[src/rtl/helios_msg_pkg.sv]
// Message codes and FSM state encodings shared by the Helios host-link endpoint.
package helios_msg_pkg;

    localparam logic [7:0] START_DECODING_MSG      = 8'h01;
    localparam logic [7:0] MEASUREMENT_DATA_HEADER = 8'h02;

    typedef enum logic [2:0] {
        R_IDLE,
        R_WAIT_HDR,
        R_LOAD,
        R_PRESENT,
        R_BUSY
    } rx_state_t;

    typedef enum logic [2:0] {
        T_IDLE,
        T_ITER,
        T_CYC_HI,
        T_CYC_LO,
        T_CORR
    } tx_state_t;

endpackage

[src/rtl/response_serializer.sv]
// Serializes a decoder result to the host: iterations, cycles (MSB first),
// then the core's correction bytes passed straight through.
module response_serializer
    import helios_msg_pkg::*;
(
    input  logic        clk,
    input  logic        reset,
    input  logic        result_valid,
    output logic        result_ready,
    input  logic [7:0]  result_iterations,
    input  logic [15:0] result_cycles,
    input  logic [7:0]  corr_data,
    input  logic        corr_valid,
    input  logic        corr_last,
    output logic        corr_ready,
    output logic [7:0]  output_data,
    output logic        output_valid,
    input  logic        output_ready,
    output logic        resp_done
);

    tx_state_t   state;
    logic [7:0]  iter_q;
    logic [15:0] cyc_q;

    always_ff @(posedge clk) begin
        if (reset) begin
            state     <= T_IDLE;
            iter_q    <= '0;
            cyc_q     <= '0;
            resp_done <= 1'b0;
        end else begin
            resp_done <= 1'b0;
            case (state)
                T_IDLE: if (result_valid) begin
                    iter_q <= result_iterations;
                    cyc_q  <= result_cycles;
                    state  <= T_ITER;
                end
                T_ITER:   if (output_ready) state <= T_CYC_HI;
                T_CYC_HI: if (output_ready) state <= T_CYC_LO;
                T_CYC_LO: if (output_ready) state <= T_CORR;
                T_CORR: if (corr_valid && output_ready && corr_last) begin
                    state     <= T_IDLE;
                    resp_done <= 1'b1;
                end
                default: state <= T_IDLE;
            endcase
        end
    end

    // Only T_CORR has a combinational path; header bytes come from latched copies.
    always_comb begin
        result_ready = (state == T_IDLE);
        corr_ready   = 1'b0;
        output_valid = 1'b0;
        output_data  = 8'h00;
        case (state)
            T_ITER:   begin output_valid = 1'b1; output_data = iter_q;       end
            T_CYC_HI: begin output_valid = 1'b1; output_data = cyc_q[15:8];  end
            T_CYC_LO: begin output_valid = 1'b1; output_data = cyc_q[7:0];   end
            T_CORR: begin
                output_valid = corr_valid;
                output_data  = corr_data;
                corr_ready   = output_ready;
            end
            default: ;
        endcase
    end

endmodule

[src/rtl/host_link_endpoint.sv]
// Host byte-stream endpoint: parses start/header/payload into a measurement
// vector for the decoder core and returns the result through the serializer.
module host_link_endpoint
    import helios_msg_pkg::*;
#(
    parameter int GRID_WIDTH_X = 4,
    parameter int GRID_WIDTH_Z = 2,
    parameter int GRID_WIDTH_U = 3,
    localparam int BYTES_PER_ROUND      = (GRID_WIDTH_X*GRID_WIDTH_Z+7)>>3,
    localparam int ALIGNED_PU_PER_ROUND = BYTES_PER_ROUND*8,
    localparam int TOTAL_BYTES          = BYTES_PER_ROUND*GRID_WIDTH_U,
    localparam int MEAS_W               = ALIGNED_PU_PER_ROUND*GRID_WIDTH_U
) (
    input  logic              clk,
    input  logic              reset,
    input  logic [7:0]        input_data,
    input  logic              input_valid,
    output logic              input_ready,
    output logic [MEAS_W-1:0] measurements,
    output logic              meas_valid,
    input  logic              meas_ready,
    input  logic              result_valid,
    output logic              result_ready,
    input  logic [7:0]        result_iterations,
    input  logic [15:0]       result_cycles,
    input  logic [7:0]        corr_data,
    input  logic              corr_valid,
    input  logic              corr_last,
    output logic              corr_ready,
    output logic [7:0]        output_data,
    output logic              output_valid,
    input  logic              output_ready,
    output logic              protocol_error
);

    localparam int BCW = $clog2(TOTAL_BYTES+1);

    rx_state_t      rx_state;
    logic [BCW-1:0] byte_cnt;
    logic           resp_done;

    always_ff @(posedge clk) begin
        if (reset) begin
            rx_state       <= R_IDLE;
            byte_cnt       <= '0;
            measurements   <= '0;
            protocol_error <= 1'b0;
        end else begin
            case (rx_state)
                R_IDLE: if (input_valid) begin
                    if (input_data == START_DECODING_MSG) rx_state <= R_WAIT_HDR;
                    else                                  protocol_error <= 1'b1;
                end
                R_WAIT_HDR: if (input_valid) begin
                    if (input_data == MEASUREMENT_DATA_HEADER) begin
                        byte_cnt     <= '0;
                        measurements <= '0;
                        rx_state     <= R_LOAD;
                    end else if (input_data != START_DECODING_MSG) begin
                        protocol_error <= 1'b1;
                    end
                end
                // Payload bytes are raw syndrome data, never decoded as headers.
                R_LOAD: if (input_valid) begin
                    for (int k = 0; k < TOTAL_BYTES; k++)
                        if (byte_cnt == BCW'(k)) measurements[8*k +: 8] <= input_data;
                    byte_cnt <= byte_cnt + 1'b1;
                    if (byte_cnt == BCW'(TOTAL_BYTES-1)) rx_state <= R_PRESENT;
                end
                R_PRESENT: if (meas_ready) rx_state <= R_BUSY;
                R_BUSY:    if (resp_done)  rx_state <= R_WAIT_HDR;
                default: rx_state <= R_IDLE;
            endcase
        end
    end

    assign input_ready = (rx_state == R_IDLE) || (rx_state == R_WAIT_HDR) || (rx_state == R_LOAD);
    assign meas_valid  = (rx_state == R_PRESENT);

    response_serializer u_serializer (
        .clk               (clk),
        .reset             (reset),
        .result_valid      (result_valid),
        .result_ready      (result_ready),
        .result_iterations (result_iterations),
        .result_cycles     (result_cycles),
        .corr_data         (corr_data),
        .corr_valid        (corr_valid),
        .corr_last         (corr_last),
        .corr_ready        (corr_ready),
        .output_data       (output_data),
        .output_valid      (output_valid),
        .output_ready      (output_ready),
        .resp_done         (resp_done)
    );

endmodule
[config.mk]
export PLATFORM = sky130hd
export DESIGN_NAME = host_link_endpoint
export DESIGN_NICKNAME = d
export VERILOG_FILES = /design/src/rtl/helios_msg_pkg.sv /design/src/rtl/response_serializer.sv /design/src/rtl/host_link_endpoint.sv
export SDC_FILE = /design/constraint.sdc
export NUM_CORES = 1
export LEC_CHECK = 0
export ABC_AREA = 1
export BUFFER_PORTS_ARGS = -buffer_cell sky130_fd_sc_hd__buf_2
export CORE_ASPECT_RATIO = 1.75
export CORE_MARGIN = 2
export CORE_UTILIZATION = 30
export DETAILED_ROUTE_END_ITERATION = 6
export GPL_TIMING_DRIVEN = 0
export PLACE_DENSITY_LB_ADDON = 0.25
export SYNTH_ARGS = -nofsm -noshare
export SYNTH_HDL_FRONTEND = slang
export SYNTH_SLANG_ARGS = --single-unit
[constraint.sdc]
create_clock -name clk -period 2.2 [get_ports clk]
set_input_delay 0.44 -clock clk [delete_from_list [all_inputs] [get_ports clk]]
set_output_delay 0.44 -clock clk [all_outputs]
set_load 0.1 [all_outputs]
==> results.ini, run 1 <==
[outcome]
status=finished, final reports clean

[die]
start_util=0.308
core_sq_um=9470
ios=86
die_area_sq_um=10600
die_x_um=78.6
die-height_um=134
num_rows=47

[power_and_ir_drop]
pwr-share-clk=0.286
p_leak_nw=1.88
p_per_area_nw_per_um2=1340
switching_power_mw=2.45
power_frac_seq=0.256
vdd_ir_drop_max_uv=562
internal-power_mw=2.83
power.share.combinational=0.457
p_sw_frac=0.464

[placed_design]
dpl.cell_count=636
io_buffers=85
gp_congestion=0.877
dp_hpwl_mm=6.86

[synthesis]
syn_avg_cell_area_sq_um=6.80
synth_xor_area_frac=0
muxShareOfSynthArea=0
ys_seq_elements=58
synthAdderAreaFrac=0.0129
ys_seq_area_frac=0.398
synth_compound_area_frac=0.125
synthCells=429
ys_types=32
synth_top_family_by_area=simple AND/OR/NAND/NOR gates
synth_nets=480
synthSimpleGateAreaFrac=0.357
yosys_warnings=0
syn_area_sq_um=2920

[layout]
final_cells=652
final.fill_count=1011
synthToLayoutAreaGrowth_pct=34.9
drive_above_1_share=0.268
nets=576
n_antenna_cell=0

[timing]
drv_slew=0
worst_clock_skew_ns=0.00658
fmax_ghz=0.455
slew_headroom=0.601
setup_viol=0
hold-worst-slack_ns=0.367
period_minus_slack_ns=2.20
rsz0062_at_grt=yes
finalCritPeriodShare=1.00
finalHoldViolations=0
worstMarginPinSlew_ns=0.598

[worst_setup_path]
max_stage_delay_ns=0.36
path_buf_inv=3
r2r-end=u_serializer.cyc_q[8]
critical-path-top-delay-family=buffers and inverters
crit_path_top_delay_cell=dfxtp_4
start_kind=flip-flop
endpoint=result_ready
critPathKind=reg2out
critical_path_peak_fanout=10
cp.arrival_ns=1.76
regToRegSetupSlack_ns=0.50
crit_start=u_serializer.state[1]
endpoint_kind=output pin
crit_chain=inv_1 -> nand2_1 -> nor2_2 -> buf_2 -> buf_4
path_depth=5
reg2reg_from=u_serializer.state[1]
required_ns=1.76
r2r_cells=7

[routing]
ant_nets=0
first_pass_iters=4
vias=3019
postRouteWirelength_mm=8.62
wire_per_inst_um=13.2
viasPerCell=4.63
drt_iter0_drc=133
drc=0

[cts]
cts_max_path_buffers=2
clk_transition_reported_paths_ns=0.06
clk_latency_ns=0.33
clock-sinks=58
cts_tree=done
h-tree-depth=3
cts_root_buf=clkbuf_16
cts_buffers=9

[run]
maxCapViolCount=0

[global_routing]
grt_pass1_vias=2970
grt.overflow.total=0
grt_max_degree=13
gr-usage-all-layers=0.171
grt_pass1_wl_mm=13.9
grt_antenna_before_repair=0

[hold_path]
holdCritPathClass=in2reg

stage by stage:
stage / TNS, ns / worst slack, ns / instance area (sq um) / utilization / total power [mW]
after floorplan: -2.26 / -0.438 / 2930 / - / 3.27
after global placement: -0.114 / -0.0619 / 3510 / 0.371 / 3.70
after detailed placement: -0.138 / -0.0718 / 3510 / 0.371 / 3.71
after CTS: 0 / 0.00281 / 3910 / 0.413 / 5.31
after global routing: -0.290 / -0.0933 / 3940 / 0.416 / 5.60
final: 0 / 0.0000659 / 3940 / 0.416 / 5.28
logic make-up after synthesis:
kind of cell	Yosys count
fa+ha+maj	3
simple gates	228
compound gates	64
buf+inv	76
flops	58
worst min path at each step:
stage	slack [ns]	depth (start not counted)	to	from
after floorplan	0.43	2	u_serializer.cyc_q[15]	u_serializer.cyc_q[15]
after global placement	0.44	2	u_serializer.cyc_q[15]	u_serializer.cyc_q[15]
after detailed placement	0.45	2	u_serializer.iter_q[7]	u_serializer.iter_q[7]
after CTS	0.37	2	measurements[4]	reset
after global routing	0.37	2	measurements[4]	reset
final	0.37	2	measurements[4]	reset
sequential cells by signal (all words and copies together), names as in the netlist:
| signal | flops |
|---|---|
| byte_cnt | 2 |
| measurements | 24 |
| protocol_error | 1 |
| rx_state | 3 |
| u_serializer.cyc_q | 16 |
| u_serializer.iter_q | 8 |
| u_serializer.resp_done | 1 |
| u_serializer.state | 3 |
layer usage:
| layer | part of all wire | global-route usage | vias to the layer above | routed length [um] |
|---|---|---|---|---|
| met5 | 0 | 0 | - | 0 |
| met1 | 0.36 | 0.164 | 1356 | 3130 |
| met3 | 0.053 | 0.0461 | 15 | 453 |
| met4 | 0.026 | 0.0750 | 0 | 221 |
| li1 | - | - | 1562 | - |
| met2 | 0.56 | 0.330 | 86 | 4810 |
what timing repair did:
item | 4_1_cts | 5_1_grt
gates resized for setup | 24 | 9
pin swaps | 0 | 1
setup buffers | 0 | 0
hold buffers | 0 | 0
endpoints found under the setup margin | 11 | 11
cell usage in the layout, fill, tap and decap left out, types with 3 or more instances in the layout:
cell type,n
nand2_1,98
nor2_2,6
nor2_1,65
nand3_1,30
buf_6,12
o2111ai_1,4
nand3_2,5
ha_1,3
clkbuf_16,9
nand2_2,6
clkinv_4,3
inv_1,58
buf_2,76
dfxtp_1,56
a21oi_1,36
nand4_1,8
o21ai_0,13
o21ai_1,3
clkbuf_1,8
buf_4,4
area by class of cell:
class / count / area (sq um) / area share
multi-input cells: 295 / 1490 / 0.377
inverters: 60 / 225 / 0.0572
plain buffers: 16 / 97.6 / 0.0248
clock buffers: 9 / 225 / 0.0572
clock inverters: 7 / 103 / 0.0261
flip-flops and latches: 58 / 1170 / 0.296
well taps: 122 / 153 / 0.0388
repair buffers: 85 / 483 / 0.123
cells in the mapped netlist:
master / instances / share of area
a21o_1: 1 / 0.0026
ha_1: 3 / 0.013
a21oi_1: 36 / 0.062
nand2_4: 1 / 0.0039
o21ai_0: 16 / 0.027
nand3b_2: 1 / 0.0039
nor2_4: 2 / 0.0077
nand4_1: 8 / 0.017
nor3_4: 1 / 0.0056
nand3b_1: 2 / 0.0051
o22ai_1: 1 / 0.0021
nand3_1: 32 / 0.055
o21ai_1: 1 / 0.0017
nand3_2: 3 / 0.010
a211oi_1: 1 / 0.0026
buf_6: 3 / 0.012
nor3_1: 1 / 0.0017
nand2_1: 99 / 0.13
o2111ai_1: 5 / 0.015
buf_4: 1 / 0.0026
nor2_1: 68 / 0.087
dfxtp_1: 58 / 0.40
a221oi_1: 2 / 0.0060
inv_2: 1 / 0.0013
clkbuf_2: 1 / 0.0017
nor2_2: 3 / 0.0064
buf_2: 2 / 0.0034
nand2_2: 5 / 0.011
clkbuf_1: 9 / 0.012
nand4_4: 2 / 0.015
a21oi_4: 1 / 0.0056
inv_1: 59 / 0.076
worst register-to-register path, cell delays in order (launching register included):
cell and delay, ns:
dfxtp_4 0.36, inv_1 0.08, nand2_1 0.10, nor2_2 0.31
nand2_2 0.19, clkbuf_1 0.26, o21ai_0 0.22, a21oi_1 0.06
power by group through the flow:
stage          registers (mW)  clock network [mW]  logic (mW)
2_1_floorplan            1.87                   0        1.41
3_5_place_dp             1.36                   0        2.35
4_1_cts                  1.35                1.54        2.42
6_report                 1.35                1.51        2.42
3_3_place_gp             1.36                   0        2.34
5_1_grt                  1.38                1.60        2.62
Note: power is estimated with default switching activity, not from simulation.
==> run 2, diff against run 1 <==
Settings changed: BUFFER_PORTS_ARGS -buffer_cell sky130_fd_sc_hd__buf_2 to unset, DONT_BUFFER_PORTS set to 1.
==> results.ini, run 2 (synthesized netlist as in run 1, its figures left out) <==
[outcome]
status=finished, violations left
violations=negative setup slack

[timing]
finalCritPeriodShare=1.04  ; +0.0426
setup_viol=5  ; +5
slew_headroom=0.174  ; -0.428
finalHoldViolations=0  ; unchanged
period_minus_slack_ns=2.29  ; +0.0938 ns
tns_ns=-0.250  ; -0.250 ns
worstMarginPinSlew_ns=1.24  ; +0.638 ns
worst_slack_ns=-0.0937  ; -0.0938 ns
fmax_ghz=0.436  ; -4.1%
drv_slew=0  ; unchanged
rsz0062_at_grt=yes
worst_clock_skew_ns=0.00662  ; +0.0000351 ns

[routing]
drt_iter0_drc=108  ; -19%
first_pass_iters=4  ; unchanged
ant_nets=0  ; unchanged
wire_per_inst_um=15.4  ; +16%
viasPerCell=4.81  ; +3.9%
vias=2761  ; -8.5%
drc=0  ; unchanged
postRouteWirelength_mm=8.82  ; +2.4%

[power_and_ir_drop]
p_sw_frac=0.455  ; -0.00953
p_leak_nw=1.58  ; -16%
switching_power_mw=2.50  ; +1.7%
power_frac_seq=0.344  ; +0.088
pwr-share-clk=0.315  ; +0.029
power.share.combinational=0.341  ; -0.116
internal-power_mw=2.99  ; +5.7%
p_per_area_nw_per_um2=1480  ; +10%
vdd_ir_drop_max_uv=890  ; +58%

[cts]
clock-sinks=58  ; unchanged
clk_transition_reported_paths_ns=0.05  ; about the same
cts_root_buf=clkbuf_16
clk_latency_ns=0.33  ; about the same
cts_buffers=9  ; unchanged
cts_max_path_buffers=2  ; unchanged
holdBufCountCts=0  ; unchanged
cts_tree=done
h-tree-depth=3  ; unchanged

[worst_setup_path]
path_buf_inv=1  ; -2
start_kind=flip-flop
regToRegSetupSlack_ns=0.41  ; -0.09 ns
critical_path_peak_fanout=4  ; -6
max_stage_delay_ns=0.96  ; +0.60 ns
endpoint_kind=output pin
cp.arrival_ns=1.85  ; +0.09 ns
crit_path_top_delay_cell=nand4_1
required_ns=1.76  ; about the same
critical-path-top-delay-family=simple AND/OR/NAND/NOR gates
crit_chain=buf_4 -> nand3_4 -> nand4_1
critPathKind=reg2out

[die]
die-height_um=134  ; unchanged
ios=86  ; unchanged
start_util=0.308  ; unchanged
die_x_um=78.6  ; unchanged
die_area_sq_um=10600  ; unchanged
core_sq_um=9470  ; unchanged
num_rows=47  ; unchanged

[layout]
drive_above_1_share=0.168  ; -0.0998
nets=498  ; -14%
final_cell_mix=nand2_1, nor2_1, inv_1, dfxtp_1, a21oi_1
n_antenna_cell=0  ; unchanged
top_register=measurements
largest_register_ffs=24  ; unchanged
final_util=0.392  ; -0.0238
reg.largest.list=measurements x24, u_serializer.cyc_q x16, u_serializer.iter_q x8
final_common_cell=nand2_1
synthToLayoutAreaGrowth_pct=27.2

[placed_design]
dp_hpwl_mm=6.81  ; -0.62%
gp_congestion=0.878  ; +0.14%
io_buffers=0  ; -100%

[global_routing]
grt_max_degree=12  ; -1
gr-usage-all-layers=0.176  ; +0.00535
grt_pass1_vias=2777  ; -6.5%
grt_pass1_wl_mm=14.0  ; +0.20%
grt.overflow.total=0  ; unchanged
grt_antenna_before_repair=0  ; unchanged

[hold_path]
holdCritPathClass=in2reg

[run]
maxCapViolCount=0  ; unchanged

-- run 2: cell types whose count changed in the layout (fill, tap and decap cells not counted), sizes merged --
cell    delta
bufinv     +2
inv        -1
buf       -78
clkinv     -1
-- run 2: metal layers --
layer	vias to the layer above	global-route usage	share of wire
met4	0	0.0936	0.025
li1	1409	-	-
met5	-	0	0
met1	1250	0.160	0.33
met2	84	0.341	0.58
met3	18	0.0501	0.062
-- run 2: what timing repair did --
| item | 4_1_cts | 5_1_grt |
|---|---|---|
| setup buffers | 8 | 0 |
| gates resized for setup | 32 | 4 |
| setup endpoints to repair | 12 | 9 |
| pin swaps | 7 | 4 |
-- run 2: final timing paths --
kind,from,end,cells past startpoint
hold / removal,reset,u_serializer.state[2],1
setup reg to reg,u_serializer.state[1],u_serializer.cyc_q[14],8
setup / recovery,u_serializer.state[0],output_valid,3
hold reg to reg,u_serializer.iter_q[7],u_serializer.iter_q[7],2
-- run 2: through the flow --
stage | hold WS [ns] | cells | power [mW] | area (sq um) | setup slack [ns]
2_1_floorplan | 0.429 | 429 | 3.27 | 2930 | -0.438
3_3_place_gp | 0.439 | 551 | 3.55 | 3090 | -0.714
3_5_place_dp | 0.447 | 551 | 3.59 | 3120 | -0.350
4_1_cts | 0.156 | 574 | 5.52 | 3700 | -0.126
5_1_grt | 0.158 | 574 | 5.78 | 3710 | -0.137
6_report | 0.171 | 574 | 5.49 | 3710 | -0.0937
-- run 2: power by group through the flow --
stage	Sequential, mW	Combinational (mW)	Clock, mW
final	1.89	1.87	1.73
after global routing	1.91	2.06	1.81
after CTS	1.89	1.87	1.77
after detailed placement	1.90	1.69	0
after global placement	1.89	1.66	0
after floorplan	1.87	1.41	0
-- run 2: cell type report --
class,count,area (sq um)
buffer,15,88.8
clock buffer,9,225
clock inverter,7,141
fill,1001,5760
inverter,60,228
multi-input combinational,295,1640
sequential,58,1170
tap,122,153
timing repair buffer,8,67.6
